**src/rtl/param_binary_divider_if.sv**
```systemverilog
// Request/result bundle between a datapath master and the sequential divider.
// Handshake: div_en is a request taken on a rising edge only while busy=0; done pulses for one cycle when results are valid.
interface param_binary_divider_if #(
  parameter int DATA_W = 16,
  parameter int QUOT_W = 8
);
  logic              div_en;
  logic              signed_mode;
  logic [DATA_W-1:0] g_dividend_Q;
  logic [DATA_W-1:0] g_divider_Q;
  logic [QUOT_W-1:0] quotient;
  logic [DATA_W-1:0] remainder;
  logic              done;
  logic              busy;
  logic              div_by_zero;
  logic              overflow;

  modport master (
    output div_en, signed_mode, g_dividend_Q, g_divider_Q,
    input  quotient, remainder, done, busy, div_by_zero, overflow
  );

  modport slave (
    input  div_en, signed_mode, g_dividend_Q, g_divider_Q,
    output quotient, remainder, done, busy, div_by_zero, overflow
  );
endinterface

```
**src/rtl/param_binary_divider.sv**
```systemverilog
// Sequential restoring divider, one quotient bit per clock, with signed mode,
// saturating quotient and divide-by-zero reporting. Requires DATA_W >= 2.
module param_binary_divider #(
  parameter int DATA_W = 16,
  parameter int QUOT_W = 8
) (
  input  logic                    clk,
  input  logic                    reset,
  param_binary_divider_if.slave   bus,
  output logic [1:0]              dbg_state
);

  typedef enum logic [1:0] {IDLE = 2'd0, CALC = 2'd1, FIN = 2'd2} state_t;

  localparam int CNT_W = $clog2(DATA_W + 1);
  localparam logic [DATA_W:0] U_MAX     = {{(DATA_W + 1 - QUOT_W){1'b0}}, {QUOT_W{1'b1}}};
  localparam logic [DATA_W:0] S_MAX     = U_MAX >> 1;
  localparam logic [DATA_W:0] S_MIN_MAG = S_MAX + {{DATA_W{1'b0}}, 1'b1};
  localparam logic [QUOT_W-1:0] Q_ONES  = '1;
  localparam logic [QUOT_W-1:0] Q_SMAX  = Q_ONES >> 1;
  localparam logic [QUOT_W-1:0] Q_SMIN  = ~Q_SMAX;

  state_t            state;
  logic [DATA_W-1:0] dq;        // dividend bits shift out the top, quotient bits shift in
  logic [DATA_W-1:0] partial;
  logic [DATA_W-1:0] div_mag;
  logic [CNT_W-1:0]  cnt;
  logic              sign_q, sign_r, sm_q, dz_q;

  logic [DATA_W:0]   trial;
  logic              fits;
  logic [DATA_W-1:0] sub;
  logic              dvd_neg, dvr_neg;
  logic [DATA_W-1:0] dvd_mag, dvr_mag;
  logic [DATA_W-1:0] rem_out;
  logic [QUOT_W-1:0] q_neg;
  logic [QUOT_W-1:0] q_sat;
  logic              ovf_sat;

  assign dbg_state = state;

  always_comb begin
    trial   = {partial, dq[DATA_W-1]};
    fits    = trial >= {1'b0, div_mag};
    sub     = trial[DATA_W-1:0] - div_mag;
    dvd_neg = bus.signed_mode & bus.g_dividend_Q[DATA_W-1];
    dvr_neg = bus.signed_mode & bus.g_divider_Q[DATA_W-1];
    dvd_mag = dvd_neg ? -bus.g_dividend_Q : bus.g_dividend_Q;
    dvr_mag = dvr_neg ? -bus.g_divider_Q : bus.g_divider_Q;
    rem_out = sign_r ? -partial : partial;
    q_neg   = -dq[QUOT_W-1:0];
  end

  // Quotient magnitude is compared one bit wider so QUOT_W == DATA_W still saturates correctly.
  always_comb begin
    q_sat   = dq[QUOT_W-1:0];
    ovf_sat = 1'b0;
    if (!sm_q) begin
      if ({1'b0, dq} > U_MAX) begin
        q_sat   = Q_ONES;
        ovf_sat = 1'b1;
      end
    end else if (sign_q) begin
      if ({1'b0, dq} > S_MIN_MAG) begin
        q_sat   = Q_SMIN;
        ovf_sat = 1'b1;
      end else begin
        q_sat   = q_neg;
      end
    end else if ({1'b0, dq} > S_MAX) begin
      q_sat   = Q_SMAX;
      ovf_sat = 1'b1;
    end
    if (dz_q) begin
      ovf_sat = 1'b0;
      q_sat   = !sm_q ? Q_ONES : (sign_r ? Q_SMIN : Q_SMAX);
    end
  end

  always_ff @(posedge clk or negedge reset) begin
    if (!reset) begin
      state           <= IDLE;
      dq              <= '0;
      partial         <= '0;
      div_mag         <= '0;
      cnt             <= '0;
      sign_q          <= 1'b0;
      sign_r          <= 1'b0;
      sm_q            <= 1'b0;
      dz_q            <= 1'b0;
      bus.quotient    <= '0;
      bus.remainder   <= '0;
      bus.done        <= 1'b0;
      bus.busy        <= 1'b0;
      bus.div_by_zero <= 1'b0;
      bus.overflow    <= 1'b0;
    end else begin
      bus.done <= 1'b0;
      case (state)
        IDLE: begin
          if (bus.div_en) begin
            sm_q     <= bus.signed_mode;
            sign_q   <= dvd_neg ^ dvr_neg;
            sign_r   <= dvd_neg;
            div_mag  <= dvr_mag;
            bus.busy <= 1'b1;
            if (bus.g_divider_Q == '0) begin
              // Parking the dividend in partial lets FIN re-sign it as the remainder.
              dz_q    <= 1'b1;
              partial <= dvd_mag;
              dq      <= '0;
              state   <= FIN;
            end else begin
              dz_q    <= 1'b0;
              partial <= '0;
              dq      <= dvd_mag;
              cnt     <= CNT_W'(DATA_W);
              state   <= CALC;
            end
          end
        end
        CALC: begin
          partial <= fits ? sub : trial[DATA_W-1:0];
          dq      <= {dq[DATA_W-2:0], fits};
          cnt     <= cnt - 1'b1;
          if (cnt == CNT_W'(1)) state <= FIN;
        end
        FIN: begin
          bus.quotient    <= q_sat;
          bus.remainder   <= rem_out;
          bus.div_by_zero <= dz_q;
          bus.overflow    <= ovf_sat;
          bus.done        <= 1'b1;
          bus.busy        <= 1'b0;
          state           <= IDLE;
        end
        default: state <= IDLE;
      endcase
    end
  end

endmodule
```
**src/flat_wrapper.sv**
```systemverilog
// flat-port wrapper written by rule: the top's interface ports become plain ports
module param_binary_divider_flat 
#(
  parameter int DATA_W = 16,
  parameter int QUOT_W = 8
)
  (clk, reset, dbg_state, bus_div_en, bus_signed_mode, bus_g_dividend_Q, bus_g_divider_Q, bus_quotient, bus_remainder, bus_done, bus_busy, bus_div_by_zero, bus_overflow);
  param_binary_divider_if #(.DATA_W(DATA_W), .QUOT_W(QUOT_W)) bus_i ();
  input  logic clk;
  input  logic reset;
  output logic [1:0] dbg_state;
  input wire logic [$bits(bus_i.div_en)-1:0] bus_div_en;
  input wire logic [$bits(bus_i.signed_mode)-1:0] bus_signed_mode;
  input wire logic [$bits(bus_i.g_dividend_Q)-1:0] bus_g_dividend_Q;
  input wire logic [$bits(bus_i.g_divider_Q)-1:0] bus_g_divider_Q;
  output wire logic [$bits(bus_i.quotient)-1:0] bus_quotient;
  output wire logic [$bits(bus_i.remainder)-1:0] bus_remainder;
  output wire logic [$bits(bus_i.done)-1:0] bus_done;
  output wire logic [$bits(bus_i.busy)-1:0] bus_busy;
  output wire logic [$bits(bus_i.div_by_zero)-1:0] bus_div_by_zero;
  output wire logic [$bits(bus_i.overflow)-1:0] bus_overflow;
  assign bus_i.div_en = bus_div_en;
  assign bus_i.signed_mode = bus_signed_mode;
  assign bus_i.g_dividend_Q = bus_g_dividend_Q;
  assign bus_i.g_divider_Q = bus_g_divider_Q;
  assign bus_quotient = bus_i.quotient;
  assign bus_remainder = bus_i.remainder;
  assign bus_done = bus_i.done;
  assign bus_busy = bus_i.busy;
  assign bus_div_by_zero = bus_i.div_by_zero;
  assign bus_overflow = bus_i.overflow;
  param_binary_divider #(.DATA_W(DATA_W), .QUOT_W(QUOT_W)) u_core (.clk(clk), .reset(reset), .bus(bus_i), .dbg_state(dbg_state));
endmodule
```
**config.mk**
```make
export PLATFORM = sky130hd
export DESIGN_NAME = param_binary_divider_flat
export DESIGN_NICKNAME = d
export VERILOG_FILES = /design/src/rtl/param_binary_divider_if.sv /design/src/rtl/param_binary_divider.sv /design/src/flat_wrapper.sv
export SDC_FILE = /design/constraint.sdc
export NUM_CORES = 1
export LEC_CHECK = 0
export ABC_AREA = 1
export CELL_PAD_IN_SITES_DETAIL_PLACEMENT = 1
export CELL_PAD_IN_SITES_GLOBAL_PLACEMENT = 2
export CORE_MARGIN = 3
export CORE_UTILIZATION = 33
export DETAILED_ROUTE_END_ITERATION = 12
export DONT_BUFFER_PORTS = 1
export PLACE_DENSITY_LB_ADDON = 0.1
export SLEW_MARGIN = 20
export SYNTH_ARGS = -nofsm -noshare
export SYNTH_HDL_FRONTEND = slang
export SYNTH_SLANG_ARGS = --single-unit
```
**constraint.sdc**
```tcl
create_clock -name clk -period 1.9 [get_ports clk]
set_input_delay 0.38 -clock clk [delete_from_list [all_inputs] [get_ports clk]]
set_output_delay 0.38 -clock clk [all_outputs]
set_load 0.02 [all_outputs]
```
### Yosys cells after proc, flatten, opt, wreduce, memory -nomap -nowiden

Index checks and enable logic that the tools add are counted.
W data, S select, Z words.

| operators by class | value |
|---|---|
| add/sub/neg operators | 6 |
| magnitude comparators | 4 |
| equality and inequality tests | 6 |
| muxes and demuxes | 35 |
| bitwise operators | 3 |
| reductions and logical operators | 9 |

Operators with widths:

| operator | number |
|---|---|
| $mux W16 | 8 |
| $mux W8 | 8 |
| $pmux W16 S2 | 2 |
| $neg A16 Y16 | 3 |
| $gt A16 B8 Y1 const B | 2 |
| $ge A17 B16 Y1 | 1 |
| $gt A16 B7 Y1 const B | 1 |
| $logic_not A16 Y1 | 1 |
| $sub A16 B16 Y16 | 1 |
| $mux W5 | 2 |
| $pmux W5 S2 | 1 |
| $mux W1 | 9 |
| $neg A8 Y8 | 1 |
| $reduce_and A2 Y1 | 4 |
| $mux W2 | 3 |
| $eq A5 B1 Y1 const B | 1 |
| $sub A5 B1 Y5 const B | 1 |
| $ne A2 B2 Y1 const B | 2 |
| $pmux W2 S2 | 1 |
| $reduce_bool A2 Y1 | 2 |
| $reduce_and A3 Y1 | 1 |
| $and A1 B1 Y1 | 2 |
| $eq A2 B1 Y1 const B | 1 |
| $eq A2 B2 Y1 const B | 1 |
| 4 further kinds | 4 |

| word-level totals | value |
|---|---|
| flip-flop bits (word level) | 87 |
| logic and storage cells | 78 |

### Longest topological paths before layout

| depth | value |
|---|---|
| depth after elaboration | 5 |
| mapped depth | 15 |
| gate-level depth less buffers | 14 |

### Least setup slack after synthesis

OpenSTA, ideal clock, no wires.

| timing | value |
|---|---|
| kind | reg2reg |
| start point | register u_core.dq[15] |
| end point | register u_core.partial[8] |
| library setup time | 0.122 ns |
| arrival | 1.775 ns |
| path slack | 0.003 ns |
| stages on the path, launching flop included | 12 |
| buffers on the path | 0 |
| clock period less this slack | 1.897 ns |
| cells stage by stage | dfrtp_1 > inv_1 > ha_1 > inv_1 > fa_1 > nand3_1 > nand3_1 > a21oi_1 > xor2_1 > nand2_1 > nand3_1 > a21oi_1 |

| on the way | value |
|---|---|
| longest elaborated chain between the ends | 3 |
| elaborated cells on any way between the ends | 4 |

Ends and longest elaborated chain:

| element | line | source |
|---|---|---|
| from (decl) | param_binary_divider.sv:24 | `logic [DATA_W-1:0] dq;` |
| from (signal assigned) | param_binary_divider.sv:116 | `dq <= dvd_mag;` |
| from (signal assigned) | param_binary_divider.sv:124 | `dq <= {dq[DATA_W-2:0], fits};` |
| $sub A16 B16 Y16 / $ge A17 B16 Y1 (equally long branches) | param_binary_divider.sv:45, param_binary_divider.sv:44 |  |
| $mux W16 * | param_binary_divider.sv:123 | `partial <= fits ? sub : trial[DATA_W-1:0];` |
| $pmux W16 S2 * | param_binary_divider.sv:99 | `case (state)` |
| to (signal assigned) | param_binary_divider.sv:110 | `partial <= dvd_mag;` |
| to (signal assigned) | param_binary_divider.sv:123 |  |
| to (decl) | param_binary_divider.sv:25 | `logic [DATA_W-1:0] partial;` |

Every way passes the cells marked *; elsewhere a longest branch is shown, timed or not.
A chain may end at the register's enable or synchronous reset.

### Worst setup path in the final report

Ends and elaborated chain as after synthesis.

==> impl_metrics.ini <==
[routing]
drc = 0
first_iter_violations = 259
via_per_inst = 5.111
wire_per_inst_um = 18.15
wirelength_um = 23120
dr.pass1.iters = 4
antenna_left = 0
via_count = 6511

[worst_setup_path]
ff2ff_path_depth = 11
critPathCaptureType = flop
critical_path_class = reg2reg
crit_arrival_ps = 2220
worstSetupStartpoint = u_core.dq[15]
timing.rr.end = u_core.partial[8]
crit_path_max_fanout = 3
reg2reg_slack_ps = -90
path_buf_inv = 2
cp-start-kind = flop
path_cells = inv_2, ha_4, inv_2, fa_2, nand3_2, nand3_4, a21oi_2, xor2_1, nand2_1, nand3_1, a21oi_2
crit_required_ps = 2120
reg2reg_from = u_core.dq[15]
crit_cells = 11
cp_slowest_cell = dfrtp_1
cp-endpoint = u_core.partial[8]
slowest_delay_ps = 380
cp_top_family = adder cells

[sta]
period_minus_slack_ps = 1994
slew_headroom_pct = 66.37
hold_viol_final = 87
fmax_mhz = 501.5
whs_ps = -281.7
setup_violations = 16
period_share_pct = 104.9
tightest_slew_ps = 504.5
clock-skew-final_ps = 6.758
drv_slew = 0
worst_slack_ps = -93.92
rsz0062_at_grt = true

[cts]
clk_latency_ps = 350
htree_num_levels = 3
cts_buffer_depth = 2
clk_pin_slew_ps = 70
cts_buffers = 9
cts_tree = done
cts.sink_count = 87
clock-root-buffer = clkbuf_16

[power]
leakagePower_nw = 4.183
power_mw = 18.62
power.density_mw_per_mm2 = 2190
vdd_drop_max_uv = 615.0

[grt]
grtUsageTotal_pct = 22.70
grt_pass1_vias = 6898
grt_max_degree = 88
antenna_found_initial = 1
grt.overflow.total = 0
grt_first_pass_wirelength_um = 36680

[synth]
yosys_warnings = 0
yosys.area.top_type = dfrtp_1
yosys.cell_types.count = 39
synth_nets = 978
yosys_register_bits = 87
syn_area_mm2 = 0.006269
synth_common_cells = 229 x nand2_1, 135 x inv_1, 87 x dfrtp_1
yosysMostFrequentCell = nand2_1
synth_edf_count = 0
ys.flop_type = dfrtp_1
synth_top_cell_area_share_pct = 34.73
syn_inst = 919
synth-seq-area-share_pct = 34.73
yosys-top-cells-area = dfrtp_1 35%, nand2_1 14%, inv_1 8.1%
synthArstFlopShare_pct = 100.0
avgSynthCellArea_um2 = 6.821

[placement]
dp_slack_ps = -409.0
dp_hpwl_um = 17930
placedCellCount = 1230
placed_area_mm2 = 0.007244
gp_congestion = 0.8984
port_buffers = 0

[die]
ioPinCount = 66
rows = 49
dieArea_mm2 = 0.02069
chipHeight_um = 143.8
die_w_um = 143.8
core_area_mm2 = 0.01833
start_util_pct = 34.20

[final_layout]
drive_gt1_share_pct = 29.00
diodes = 0
design_area_mm2 = 0.008501
nets = 1099
area_delta_synth_final_pct = 35.61
fin_cells = 1274

[flow_run]
max_cap_viol_count = 0

[run_status]
status = finished with violations
violations = hold timing, setup timing

[min_path]
hold_class = in2async
[worst min-delay path by stage]
stage	start	to	slack, ps
final	reset	u_core.partial[3]	-280
after global placement	reset	u_core.bus.remainder[4]	90
after detailed placement	reset	u_core.bus.remainder[3]	90
after CTS	reset	u_core.bus.quotient[4]	-300
after floorplan	reset	u_core.bus.busy	80
after global routing	reset	u_core.partial[4]	-300
[registers in the layout, indices dropped and copies added, names as in the netlist]
name,flops
u_core.div_mag,16
u_core.sign_q,1
u_core.bus.overflow,1
u_core.dq,16
u_core.dz_q,1
u_core.partial,16
u_core.bus.remainder,16
u_core.sm_q,1
u_core.bus.div_by_zero,1
u_core.cnt,5
u_core.sign_r,1
u_core.bus.done,1
u_core.dbg_state,2
u_core.bus.busy,1
u_core.bus.quotient,8
[kinds of logic (layout without fill, tap and decap cells)]
family          after synthesis  count (layout)  synth area share (%)
buf+inv                     164             289                 10.26
xor+xnor                     43              43                 6.008
fa+ha+maj                    23              23                 4.711
flops                        87              87                 34.73
compound gates              173             173                 15.13
simple gates                429             430                 29.16
[where the power goes]
| group | total [mW] | switching [mW] | internal, mW |
|---|---|---|---|
| combinational | 12.8 | 7.06 | 5.78 |
| clock | 1.93 | 0.853 | 1.08 |
| sequential | 3.85 | 1.09 | 2.76 |
| total | 18.6 | 9.00 | 9.62 |
[repair_timing]
action                                  in CTS  in global routing
pin swaps                                   34                 24
cloned                                       2                  1
buffers inserted                            14                 12
hold endpoints to repair                    87                 87
endpoints found under the setup margin      23                 42
gates resized for setup                    100                 68
[metrics by stage]
step	TNS, ps	util [%]
global placement	-2265	39.52
floorplan	0	-
CTS	-488.5	44.65
global route	-2205	46.37
detailed placement	-3244	39.52
finish	-666.6	46.37
[layout by cell type, fill, tap and decap left out, drive strengths merged]
cell type | synthesis | final
nand2 | 232 | 233
inv | 136 | 139
buf | 12 | 135
dfrtp | 87 | 87
nor2 | 84 | 84
nand3 | 83 | 83
a21oi | 75 | 75
o21ai | 64 | 64
xor2 | 35 | 35
ha | 22 | 22
a22oi | 14 | 14
nand4 | 11 | 11
clkbuf | 15 | 11
nor3 | 10 | 10
xnor2 | 8 | 8
a31oi | 6 | 6
o211ai | 6 | 6
or2 | 6 | 6
o22ai | 3 | 3
o31ai | 3 | 3
clkinvlp | 0 | 2
nand3b | 2 | 2
o32ai | 1 | 1
o21a | 1 | 1
and2 | 1 | 1
fa | 1 | 1
clkinv | 1 | 1
bufinv | 0 | 1
[area by class of cell]
type,count,area (µm²)
clock buffer,10,239.0
fill,2296,9831
inverter,137,524.3
timing repair buffer,136,1097
tap,229,286.5
clock inverter,6,72.57
sequential,87,2187
multi-input combinational,669,4094
[per-layer routing]
layer	track usage (%)	routed length [µm]
met3	4.060	1120
met2	37.04	10720
met5	0	12
met4	8.028	599
met1	30.20	10680
No activity file was read; power rests on OpenSTA's default activity.
